$ cat src/rtl/corr_pkg.sv
// Shared constants, output-width helper and result type for the baseline correlator.
package corr_pkg;

    localparam logic SIGN_POS = 1'b1;  // sign bit 1 represents +1
    localparam logic SIGN_NEG = 1'b0;  // sign bit 0 represents -1

    localparam int RES_W_MAX = 32;

    function automatic int out_width(input int acc_log2);
        return acc_log2 + 3;
    endfunction

    typedef struct packed {
        logic [RES_W_MAX-1:0] re;
        logic [RES_W_MAX-1:0] im;
    } corr_result_t;

endpackage

$ cat src/rtl/corr_agree_counter.sv
// One agreement counter: counts cycles where en and match are both high, zeroed by clear.
module corr_agree_counter #(
    parameter int WIDTH = 13
) (
    input  logic             clk16,
    input  logic             rst_n,
    input  logic             clear,
    input  logic             en,
    input  logic             match,
    output logic [WIDTH-1:0] count
);

    logic [WIDTH-1:0] count_d, count_q;

    always_comb begin
        count_d = count_q;
        if (clear) begin
            count_d = '0;
        end else if (en && match) begin
            count_d = count_q + WIDTH'(1);
        end
    end

    always_ff @(posedge clk16 or negedge rst_n) begin
        if (!rst_n) begin
            count_q <= '0;
        end else begin
            count_q <= count_d;
        end
    end

    assign count = count_q;

endmodule

$ cat src/rtl/baseline_correlator.sv
// One-baseline 1-bit complex correlator with a held result register and overrun flag.
// Optional overrun_cnt[7:0] output is enabled by defining CORR_OVERRUN_CNT_EN.
module baseline_correlator
    import corr_pkg::*;
#(
    parameter int NUM_ANT  = 24,
    parameter int ANT_A    = 0,
    parameter int ANT_B    = 1,
    parameter int ACC_LOG2 = 12
) (
    input  logic                                  clk16,
    input  logic                                  rst_n,
    input  logic [NUM_ANT-1:0]                    data_i,
    input  logic [NUM_ANT-1:0]                    data_q,
    input  logic                                  in_valid,
    input  logic                                  clear,
    output logic signed [out_width(ACC_LOG2)-1:0] out_re,
    output logic signed [out_width(ACC_LOG2)-1:0] out_im,
    output logic                                  out_valid,
    input  logic                                  out_ready,
    output logic                                  overrun
`ifdef CORR_OVERRUN_CNT_EN
    ,
    output logic [7:0]                            overrun_cnt
`endif
);

    localparam int W  = out_width(ACC_LOG2);
    localparam int CW = ACC_LOG2 + 1;
    localparam int N2 = 2 ** (ACC_LOG2 + 1);
    localparam logic [ACC_LOG2-1:0] SAMP_LAST = '1;

    logic [3:0]          match;
    logic [CW-1:0]       cnt [4];
    logic [CW-1:0]       tot [4];
    logic [ACC_LOG2-1:0] samp_d, samp_q;
    logic                win_end;
    logic                consume;
    logic                drop;
    logic [W-2:0]        sum_r, diff_i;
    logic [W-1:0]        re_u, im_u;
    corr_result_t        res_d, res_q;
    logic                out_valid_d, out_valid_q;
    logic                overrun_d, overrun_q;
    logic                unused_bits;

    // match order: ii, qq, qi, iq
    assign match[0] = data_i[ANT_A] ~^ data_i[ANT_B];
    assign match[1] = data_q[ANT_A] ~^ data_q[ANT_B];
    assign match[2] = data_q[ANT_A] ~^ data_i[ANT_B];
    assign match[3] = data_i[ANT_A] ~^ data_q[ANT_B];

    assign win_end = in_valid && !clear && (samp_q == SAMP_LAST);
    assign consume = out_valid_q && out_ready;
    assign drop    = win_end && out_valid_q && !out_ready;

    for (genvar k = 0; k < 4; k++) begin : g_agree
        corr_agree_counter #(.WIDTH(CW)) u_cnt (
            .clk16 (clk16),
            .rst_n (rst_n),
            .clear (clear | win_end),
            .en    (in_valid),
            .match (match[k]),
            .count (cnt[k])
        );
        // the window-end sample is folded in here since the counters restart on that edge
        assign tot[k] = cnt[k] + CW'(match[k]);
    end

    assign sum_r  = (W-1)'(tot[0]) + (W-1)'(tot[1]);
    assign diff_i = (W-1)'(tot[2]) - (W-1)'(tot[3]);
    assign re_u   = {sum_r, 1'b0} - W'(N2);
    assign im_u   = {diff_i, 1'b0};

    always_comb begin
        samp_d      = samp_q;
        res_d       = res_q;
        out_valid_d = out_valid_q;
        overrun_d   = overrun_q;

        if (clear || win_end) begin
            samp_d = '0;
        end else if (in_valid) begin
            samp_d = samp_q + ACC_LOG2'(1);
        end

        if (consume) begin
            out_valid_d = 1'b0;
        end

        if (win_end) begin
            if (!out_valid_q || out_ready) begin
                res_d.re    = {{(RES_W_MAX-W){re_u[W-1]}}, re_u};
                res_d.im    = {{(RES_W_MAX-W){im_u[W-1]}}, im_u};
                out_valid_d = 1'b1;
            end else begin
                overrun_d = 1'b1;
            end
        end
    end

    always_ff @(posedge clk16 or negedge rst_n) begin
        if (!rst_n) begin
            samp_q      <= '0;
            res_q       <= '0;
            out_valid_q <= 1'b0;
            overrun_q   <= 1'b0;
        end else begin
            samp_q      <= samp_d;
            res_q       <= res_d;
            out_valid_q <= out_valid_d;
            overrun_q   <= overrun_d;
        end
    end

    assign out_re    = res_q.re[W-1:0];
    assign out_im    = res_q.im[W-1:0];
    assign out_valid = out_valid_q;
    assign overrun   = overrun_q;

`ifdef CORR_OVERRUN_CNT_EN
    logic [7:0] overrun_cnt_d, overrun_cnt_q;

    always_comb begin
        overrun_cnt_d = overrun_cnt_q;
        if (drop && (overrun_cnt_q != 8'hFF)) begin
            overrun_cnt_d = overrun_cnt_q + 8'd1;
        end
    end

    always_ff @(posedge clk16 or negedge rst_n) begin
        if (!rst_n) begin
            overrun_cnt_q <= '0;
        end else begin
            overrun_cnt_q <= overrun_cnt_d;
        end
    end

    assign overrun_cnt = overrun_cnt_q;
    assign unused_bits = ^{data_i, data_q, res_q.re[RES_W_MAX-1:W], res_q.im[RES_W_MAX-1:W]};
`else
    assign unused_bits = ^{data_i, data_q, drop, res_q.re[RES_W_MAX-1:W], res_q.im[RES_W_MAX-1:W]};
`endif

endmodule

$ cat config.mk
export PLATFORM = sky130hd
export DESIGN_NAME = baseline_correlator
export DESIGN_NICKNAME = d
export VERILOG_FILES = /design/src/rtl/corr_pkg.sv /design/src/rtl/corr_agree_counter.sv /design/src/rtl/baseline_correlator.sv
export SDC_FILE = /design/constraint.sdc
export NUM_CORES = 1
export LEC_CHECK = 0
export ABC_CLOCK_PERIOD_IN_PS = 3550
export CAP_MARGIN = 20
export CORE_MARGIN = 8
export CORE_UTILIZATION = 50
export CTS_CLUSTER_DIAMETER = 30
export CTS_CLUSTER_SIZE = 20
export DETAILED_ROUTE_END_ITERATION = 12
export GPL_ROUTABILITY_DRIVEN = 0
export PLACE_DENSITY = 0.74
export SLEW_MARGIN = 25
export SYNTH_ARGS = -nofsm -noshare
export SYNTH_HDL_FRONTEND = slang
export SYNTH_HIERARCHICAL = 1
export SYNTH_SLANG_ARGS = --single-unit
export TNS_END_PERCENT = 100
$ cat constraint.sdc
create_clock -name clk16 -period 3.55 [get_ports clk16]
set_clock_uncertainty 0.2 [all_clocks]
set_input_delay 0.8875 -clock clk16 [delete_from_list [all_inputs] [get_ports clk16]]
set_output_delay 0.8875 -clock clk16 [all_outputs]
set_load 0.03 [all_outputs]
==> reports/results.ini <==
[clocking]
htreeDepth = 3
cts_made_buffers = 9
worstSkewPairLatency_ns = 0.36
cts.sinks = 94
cts_tree = built
root_buffer = clkbuf_16
cts_buffer_depth = 2
cts_hold_buf = 0
clkSlewWorstSetupHoldPaths_ns = 0.07

[yosys]
syn_inst = 710
ys_types = 58
synth_edf_count = 0
synth_area_leaders = dfrtp_1 (37%), ha_1 (7.8%), xnor2_1 (6.3%)
synth_most_common_cell = dfrtp_1
synth_largest_area_cell = dfrtp_1
avgSynthCellArea_um2 = 9.04
synth_common_cells = dfrtp_1 (94), nand2_1 (76), nor2_1 (51)
ys.flop_type = dfrtp_1
yosysSeqAreaShare = 0.367
synthesis.area_um2 = 6420
yosysWarnings = 6
ys_ff_latch = 94
yosysTopAreaCellShare = 0.367
async_reset_ff_frac = 1.00

[die]
rows = 41
fp.dieW_um = 129
die_h_um = 129
core_um2 = 12600
io_pins = 85
start_util = 0.511
die_area_um2 = 16700

[drt]
dr_total_vias = 5969
avgRoutedWirePerCell_um = 16.5
ant_nets = 0
drt_iter0_markers = 684
vias_per_cell = 5.83
wl_mm = 16.9
drc = 0
dr.pass1.iters = 5

[sta]
finalWorstSetupSlack_ns = 0.0673
period_minus_slack_ns = 3.48
fmax_mhz = 287
relSlewSlack = 0.496
worst_hold_slack_ns = 0.277
setup_tns_ns = 0
min_period_over_period = 0.981
worst_slew_pin_slew_ns = 0.756
setup_viol = 0
drv_slew = 0
hold_violations = 0

[final_layout]
antennaDiodeCount = 0
final_core_util = 0.673
nets = 941
syn_to_final_growth_pct = 31.7
drive_above_1_share = 0.235
fill_cells = 940

[power_and_ir_drop]
power_density_nw_per_um2 = 288
power_w = 0.00243
p_leak_nw = 3.60
vdd_ir_drop_max_v = 0.000219

[critical_path]
cp_data_arrival_time_ns = 3.51
worstSetupStartpointType = primary input
endpoint_kind = register
slowest_delay_ns = 0.32
required_ns = 3.58
critPathMaxFanout = 4
crit_chain = buf_2, buf_12, xnor2_4, ha_4, buf_4, nand3_2, xnor2_1, ha_1, a211oi_2, buf_4, o211ai_2, nand2_2, o31ai_4, xor2_2, xnor2_1, o21ai_1
critPathSlowestCell = ha_1
criticalPathCategory = primary input to register

[grt]
gr-total-overflow = 0
grt_pass1_wl_mm = 27.3
grt_pass1_vias = 5793
antenna_found_initial = 0
grt_usage = 0.199
grt_max_degree = 58

[job]
cap_violations = 0

[placed_design]
portBuffers = 38
post-place-ws_ns = -0.762
dp_hpwl_mm = 11.3

[run_status]
outcome = complete, no violations

[min_path]
min_path_type = register to register

[per-layer routing]
metal  global-route usage  wire length, um
met5                    0                0
met4               0.0781              438
met3               0.0374              990
met2                0.332             8330
met1                0.250             7170
[final cells by class]
cell class,instances,area [um2],share of cell area
Timing Repair Buffer,139,1180,0.140
Clock buffer,10,239,0.0283
Sequential cell,94,2350,0.278
Tap cell,172,215,0.0255
Inverter,24,90.1,0.0107
Multi-Input combinational cell,578,4330,0.512
Clock inverter,6,45.0,0.00533
[power breakdown]
group          leakage (nW)  internal (W)  total (W)  switching (W)
combinational          2.15      0.000184   0.000375       0.000191
sequential             1.31       0.00108    0.00110      0.0000212
clock                 0.143      0.000500   0.000955       0.000455
total                  3.60       0.00176    0.00243       0.000667
[logic make-up after synthesis]
group / synth area share
simple gates: 0.234
compound gates: 0.137
flops: 0.367
xor+xnor: 0.121
fa+ha+maj: 0.0842
buf+inv: 0.0271
mux: 0.0296
other cells: 0.000584
[per-stage QoR]
stage | instances | cell area (um2)
global placement | 981 | 7680
finish | 1023 | 8450
detailed placement | 981 | 7680
floorplan | 711 | 6570
global route | 1023 | 8450
CTS | 1013 | 8200
[worst paths after layout]
path                            depth (start not counted)                 startpoint  slack [ns]                        end
min in group asynchronous                               1                      rst_n        0.40                  samp_q[6]
worst min register to register                          1                    overrun        0.28                    overrun
worst min-delay path                                    1                    overrun        0.28                    overrun
worst max register to register                         11  g_agree[1].u_cnt/count[2]        0.43                 out_re[12]
max in group asynchronous                               2                      rst_n        2.07  g_agree[2].u_cnt/count[0]
worst max-delay path                                   16                  data_i[1]        0.07                 out_re[14]
[what timing repair did]
action                     in CTS  in global routing
hold endpoints to repair        0                  0
resized for setup              41                 45
setup endpoints to repair      18                 13
setup buffers                  16                 10
pin swaps                      29                 33
[sequential cells by signal, indices dropped and copies added (netlist names)]
register and flops:
g_agree.u_cnt/count 52, out_re 14, samp_q 12, out_valid 1, out_im 14, overrun 1
[cell usage in the layout, fill, tap and decap left out, drive strengths merged, types with 3 or more instances in the layout]
cell type | synthesis | layout
o31ai | 23 | 23
nand3 | 52 | 52
ha | 40 | 40
xor2 | 42 | 42
o21ai | 45 | 45
mux2 | 15 | 15
or4 | 20 | 20
nor4 | 12 | 12
o211ai | 3 | 3
a21o | 4 | 4
nor3 | 3 | 3
nand2b | 4 | 4
and3 | 16 | 16
nand2 | 77 | 77
a21oi | 49 | 49
nor2b | 10 | 10
or3 | 9 | 9
nand4 | 27 | 27
xnor2 | 46 | 46
inv | 24 | 26
buf | 8 | 106
clkbuf | 7 | 10
clkinv | 0 | 4
clkdlybuf4s50 | 0 | 33
nor2 | 52 | 52
dfrtp | 94 | 94
[worst max-delay path: cells and delay by family]
| family | cells | cell delay, ns |
|---|---|---|
| AND/OR/NAND/NOR | 2 | 0.21 |
| AO/OA/AOI/OAI | 4 | 0.58 |
| adder cells (fa/ha/maj) | 2 | 0.50 |
| buffers and inverters | 4 | 0.50 |
| XOR/XNOR | 4 | 0.83 |
No activity file was read; power rests on OpenSTA's default activity.
